### config.mk
export PLATFORM = sky130hd
export DESIGN_NAME = mask_serializer
export DESIGN_NICKNAME = d
export VERILOG_FILES = /design/src/rtl/mask_ser_pkg.sv /design/src/rtl/mask_serializer_ffs16.sv /design/src/rtl/mask_serializer.sv
export SDC_FILE = /design/constraint.sdc
export NUM_CORES = 1
export LEC_CHECK = 0
export ABC_AREA = 1
export BUFFER_PORTS_ARGS = -buffer_cell sky130_fd_sc_hd__buf_2
export CORE_UTILIZATION = 27
export CTS_CLUSTER_SIZE = 16
export DETAILED_ROUTE_END_ITERATION = 7
export PLACE_DENSITY = 0.47
export SLEW_MARGIN = 30
export SYNTH_ARGS = -nofsm -noshare
export SYNTH_HDL_FRONTEND = slang
export SYNTH_SLANG_ARGS = --single-unit
### constraint.sdc
create_clock -name clk -period 2.4 [get_ports clk]
set_clock_uncertainty 0.15 [all_clocks]
set_input_delay 0.36 -clock clk [delete_from_list [all_inputs] [get_ports clk]]
set_output_delay 0.36 -clock clk [all_outputs]
set_load 0.1 [all_outputs]
### src/rtl/mask_ser_pkg.sv
// Shared constants, state encoding and clear-mask helper for the mask serializer.
package mask_ser_pkg;

  localparam int WIDTH = 16;
  localparam int IDX_W = 4;

  typedef enum logic {
    IDLE = 1'b0,
    SCAN = 1'b1
  } state_e;

  // One-hot mask of the bit being emitted this cycle; all-zero when nothing is emitted.
  function automatic logic [WIDTH-1:0] onehot_clear(input logic [IDX_W-1:0] idx, input logic en);
    return en ? (WIDTH'(1) << idx) : '0;
  endfunction

endpackage

### src/rtl/mask_serializer_ffs16.sv
// Combinational find-first-set over a 16-bit vector: lowest set index, any-set and exactly-one-set flags.
module ffs16
  import mask_ser_pkg::*;
(
  input  logic [WIDTH-1:0] vec,
  output logic [IDX_W-1:0] idx,
  output logic             found,
  output logic             single
);

  // NOTE: every always_comb output gets a default first so no path infers a latch.
  always_comb begin
    idx = '0;
    for (int i = WIDTH - 1; i >= 0; i--) begin
      if (vec[i]) idx = IDX_W'(i);
    end
  end

  assign found  = |vec;
  assign single = found && ((vec & (vec - WIDTH'(1))) == '0);

endmodule

### src/rtl/mask_serializer.sv
// Serializes a request mask into ascending set-bit indices, one per output handshake.
// Optional build macro MASK_SER_MERGE_EN lets new masks OR-merge into a scan in progress.
module mask_serializer
  import mask_ser_pkg::*;
(
  input  logic             clk,
  input  logic             rst_n,
  input  logic             in_valid,
  output logic             in_ready,
  input  logic [WIDTH-1:0] in_mask,
  output logic             out_valid,
  input  logic             out_ready,
  output logic [IDX_W-1:0] out_idx,
  output logic             out_last,
  output logic             busy
);

  state_e           state;
  logic [WIDTH-1:0] pending;
  logic [WIDTH-1:0] next_pending;
  logic             found;
  logic             single;
  logic             accept;
  logic             emit;

  ffs16 u_ffs (
    .vec   (pending),
    .idx   (out_idx),
    .found (found),
    .single(single)
  );

  // All outputs derive from registered state/pending only; in_* never reach out_*.
  assign out_valid = (state == SCAN);
  assign out_last  = out_valid & single;
  assign busy      = found;

`ifdef MASK_SER_MERGE_EN
  assign in_ready = 1'b1;
`else
  assign in_ready = (state == IDLE);
`endif

  assign accept = in_valid & in_ready;
  assign emit   = out_valid & out_ready;

  // A bit emitted and re-requested in the same cycle survives the clear via the OR.
  always_comb begin
    next_pending = pending & ~onehot_clear(out_idx, emit);
    if (accept) next_pending = next_pending | in_mask;
  end

  // NOTE: sequential state uses non-blocking assignments so every register samples pre-edge values.
  always_ff @(posedge clk or negedge rst_n) begin
    if (!rst_n) begin
      state   <= IDLE;
      pending <= '0;
    end else begin
      pending <= next_pending;
      state   <= (next_pending != '0) ? SCAN : IDLE;
    end
  end

endmodule

== Word-level counts from Yosys, hierarchy flattened ==
Index checks and enable logic that the tools add are counted.

* Latch bits: 0
* Memory bits (read-only): 0
* RAM bits: 0
* Memories kept: 0
* Logic and storage cells: 35
* Register bits after elaboration: 17

* Div/mod/pow operators: 0
* Shift operators: 1
* Order comparisons: 0
* Add/subtract/negate cells: 1
* Reduce and logical (&&, ||, !) cells: 4
* Equality and inequality tests: 0
* Bitwise gates (word level): 8
* Multipliers: 0
* Multiplexer cells: 19

{| class="wikitable"
|+ Operators with widths
! cell !! number
|-
| 4-bit 2-to-1 mux || 16
|-
| 16-bit AND || 2
|-
| 16-bit 2-to-1 mux || 2
|-
| 16-bit zero test || 1
|-
| 16-bit NOT || 1
|-
| 16-bit bitwise OR || 1
|-
| 16-bit nonzero test || 1
|-
| 16-bit OR reduction || 1
|-
| 1-bit by 4-bit << shifter with 16-bit output, first input constant || 1
|-
| 16-bit by 1-bit subtractor with 16-bit output, second input constant || 1
|-
| 1-bit AND || 3
|-
| 1-bit logical AND || 1
|-
| 1-bit 2-to-1 mux || 1
|-
| 1-bit NOT || 1
|}

== Depth between registers and ports, before layout ==
* Word-level depth: 24
* Gate-level depth with buffers: 21

== By module ==
From an unflattened synthesis, not the netlist that was laid out.

* Cells, all modules: 187
* Area total of the unflattened synthesis: 1169.9 sq um

{| class="wikitable"
|+ By module, submodules not included
! module !! cells each !! times used !! sequential area each (sq um) !! area each (sq um)
|-
| mask_serializer || 116 || 1 || 425.4 || 825.8
|-
| ffs16 || 71 || 1 || 0.0 || 344.1
|}

== Worst setup path before layout ==
No wires, ideal clock.

* Path type: reg-to-output
* From: reg state (netlist: out_valid)
* To: out out_last
* Stages on the path, launching flop included: 7
* Slack: -1136 ps
* Buffers on the path: 0
* Data arrival time: 3026 ps
* Cell sequence: dfrtp_1 o21ai_0 a221oi_1 o2111ai_1 a211oi_1 o211ai_1 nor2_1

* Cells in the longest elaborated chain, start to end: 1

{| class="wikitable"
|+ RTL lines
! what !! line !! text
|-
| start, declared || mask_serializer.sv:18 || <nowiki>state_e state;</nowiki>
|-
| start signal, assigned || mask_serializer.sv:60 || <nowiki>state <= (next_pending != '0) ? SCAN : IDLE;</nowiki>
|-
| 1-bit AND || mask_serializer.sv:35 || <nowiki>assign out_last = out_valid & single;</nowiki>
|-
| end, declared || mask_serializer.sv:14 || <nowiki>output logic out_last,</nowiki>
|}

Every way passes these cells.

== Worst setup path in the final report ==
* From: reg pending[2]
* To: out out_last

* Cells in the longest elaborated chain, start to end: 5

{| class="wikitable"
|+ RTL lines
! what !! line !! text
|-
| start, declared || mask_serializer.sv:19 || <nowiki>logic [WIDTH-1:0] pending;</nowiki>
|-
| start signal, assigned || mask_serializer.sv:59 || <nowiki>pending <= next_pending;</nowiki>
|-
| 16-bit by 1-bit subtractor with 16-bit output || mask_serializer_ffs16.sv:20 || <nowiki>assign single = found && ((vec & (vec - WIDTH'(1))) == '0);</nowiki>
|-
| 16-bit AND || mask_serializer_ffs16.sv:20 ||
|-
| 16-bit zero test || mask_serializer_ffs16.sv:20 ||
|-
| 1-bit logical AND (*) || mask_serializer_ffs16.sv:20 ||
|-
| 1-bit AND (*) || mask_serializer.sv:35 ||
|}

Mark *: on every way between the ends. The rest lies on a longest branch, timed or not.

==> impl_metrics.json <==
{
  "r2r_setup_slack_ns": 0.02,
  "die-height_um": 71.66,
  "vias": 1493,
  "ys_top_cells_by_count": "43 x nand2_1, 42 x nor2_1, 40 x inv_1",
  "routed_wl_um": 4087,
  "cts_made_buffers": 3,
  "clkTransAtPathRegs_ns": 0.07,
  "io_pins": 28,
  "syn_nets": 229,
  "cts_tree": "done",
  "nets": 307,
  "setup.worst_path.end": "out_last",
  "num-fill-cells": 474,
  "drive_above_1_share_pct": 46.15,
  "synth.cell_area_um2": 1310,
  "multi_input_area_um2": 819.5,
  "critPathArrivalTime_ns": 2.08,
  "regArea_um2": 434.2,
  "clockBufferDepth": 2,
  "synth_most_common_cell": "nand2_1",
  "synth.area.mux_share_pct": 0,
  "yosys.area_share.simple_pct": 41.74,
  "clock-sinks": 17,
  "drc": 0,
  "synth_xor_area_share_pct": 0,
  "cts_root_buf": "clkbuf_8",
  "r2r-end": "out_valid$_DFF_PN0_",
  "synth_compound_area_share_pct": 10.79,
  "max_freq_mhz": 385.8,
  "portBuffers": 27,
  "final_cell_area_um2": 2137,
  "synth_top_area_share_pct": 32.47,
  "grt_usage_pct": 16.90,
  "grt_pass1_vias": 1467,
  "rsz0062_at_grt": "yes",
  "status": "finished, violations left",
  "area_growth_pct": 63.13,
  "synthCells": 209,
  "synth_top_cell_by_area": "dfrtp_1",
  "hold_class": "input port to flop",
  "wire_per_inst_um": 12.09,
  "drtAntennaViolNets": 0,
  "avgViaCountPerCell": 4.417,
  "clk_latency_ns": 0.25,
  "htree_levels": 1,
  "worstPathRequired_ns": 1.89,
  "tightest_slew_ns": 0.4850,
  "rows": 24,
  "crit_start": "pending[2]$_DFF_PN0_",
  "dieArea_um2": 5134,
  "coreArea_um2": 4504,
  "finalCritPeriodShare_pct": 108.0,
  "place_congestion": 0.7739,
  "place_area_um2": 1842,
  "dp_hpwl_um": 3243,
  "synth-adder-area-share_pct": 0,
  "ys_seq_elements": 17,
  "grt_overflow_total": 0,
  "r2r_start": "pending[11]$_DFF_PN0_",
  "ys_warn_count": 0,
  "antennaDiodeCount": 0,
  "slew_violations": 0,
  "hold_viol_final": 0,
  "drtIter0Drc": 47,
  "grt_pass1_wl_um": 6658,
  "syn_area_per_cell_um2": 6.268,
  "crit_path_end_kind": "output pin",
  "antenna_found_initial": 0,
  "synth_ff_type": "dfrtp_1",
  "grt_max_degree": 18,
  "min_period_ns": 2.592,
  "reg2regPathDepth": 21,
  "die_w_um": 71.66,
  "synth_seq_area_share_pct": 32.47,
  "start_kind": "flop",
  "start_util_pct": 29.08,
  "synth-edff-count": 0,
  "first_pass_iters": 4,
  "critPathKind": "flop to output pin",
  "worst_slack_ns": -0.1921,
  "relSlewSlack_pct": 67.89,
  "violations": "negative setup slack",
  "path_max_fanout": 3,
  "synth_area_leaders": "dfrtp_1 32%, nand2_1 12%, nor2_1 12%, inv_1 11%, nand4_1 5.3%",
  "synth_cell_type_count": 26,
  "cap_viol_max_count": 0,
  "synth_top_family_by_area": "simple AND/OR/NAND/NOR gates",
  "finalSetupViolCount": 2,
  "synthArstFlopShare_pct": 100.0
}
-- worst min-delay path by stage --
stage	start	to	slack, ns	cells past startpoint
finish	in_mask[13]	pending[13]$_DFF_PN0_	0.19	3
global route	in_mask[12]	pending[12]$_DFF_PN0_	0.20	3
CTS	in_mask[8]	pending[8]$_DFF_PN0_	0.19	3
detailed placement	rst_n	pending[0]$_DFF_PN0_	0.16	1
global placement	rst_n	pending[1]$_DFF_PN0_	0.16	1
floorplan	rst_n	pending[0]$_DFF_PN0_	-0.09	0
-- cell families after synthesis --
logic type,after synthesis
and+or+nand+nor,118
buffers and inverters,52
DFF,17
AOI/OAI and AO/OA,22
-- registers in the layout (all words and copies together) (netlist names) --
register / count
out_valid: 1
pending: 16
-- cell type report --
class / count / share of cell area [%]
Inverter: 51 / 9.309
Multi-Input combinational cell: 140 / 38.35
Timing Repair Buffer: 74 / 26.87
Tap cell: 52 / 3.044
Sequential cell: 17 / 20.32
Clock buffer: 4 / 2.108
-- critical path, stage by stage (launching register included) --
cell	delay (ns)
dfrtp_1	0.39
nor2_2	0.12
inv_2	0.06
nor2_4	0.11
inv_2	0.06
nor2_4	0.12
nand2_2	0.08
nor2_4	0.10
inv_1	0.08
nor2_4	0.13
nand2_1	0.06
nand2_1	0.07
a32oi_2	0.12
nor2_4	0.14
buf_12	0.18
-- repair_timing --
item	CTS	global route
gates cloned	0	0
pin swaps	13	18
resized for setup	18	23
setup buffers	8	4
endpoints found under the hold margin	17	0
endpoints found under the setup margin	4	5
hold buffers	1	0
-- layout by cell type, fill, tap and decap left out, types with 2 or more instances in the layout --
cell type,count
inv_1,38
a21oi_1,5
inv_2,10
a21oi_2,4
nor2_1,32
nand3_1,2
nand4_1,11
dfrtp_2,4
dfrtp_1,12
buf_12,4
nor2_2,11
nor2_4,10
nand2_4,3
clkbuf_8,3
buf_2,21
nand2_1,42
buf_4,42
nand2_2,3
buf_6,5
o21ai_1,3
o211ai_1,2
-- metrics by stage --
stage	cells	setup TNS, ns	setup WS (ns)	util, %	hold WS [ns]
finish	338	-0.2177	-0.1921	47.44	0.1853
detailed placement	321	-0.05614	-0.05411	40.89	0.1645
global route	338	-0.7344	-0.3490	47.44	0.2049
CTS	334	-0.3006	-0.2649	45.00	0.1907
floorplan	209	-0.1327	-0.06873	-	-0.08559
global placement	321	-0.02214	-0.02214	40.89	0.1626
-- per-layer routing --
| metal | vias up | track usage [%] | share of wire (%) |
|---|---|---|---|
| met5 | - | 0 | 0 |
| met1 | 669 | 23.24 | 50 |
| met3 | 2 | 2.391 | 3.4 |
| met4 | 0 | 4.575 | 0.34 |
| li1 | 798 | - | - |
| met2 | 24 | 27.78 | 46 |
Power is not shown: default switching activity piles up to over one toggle a cycle in this logic, so the estimate is an artifact.
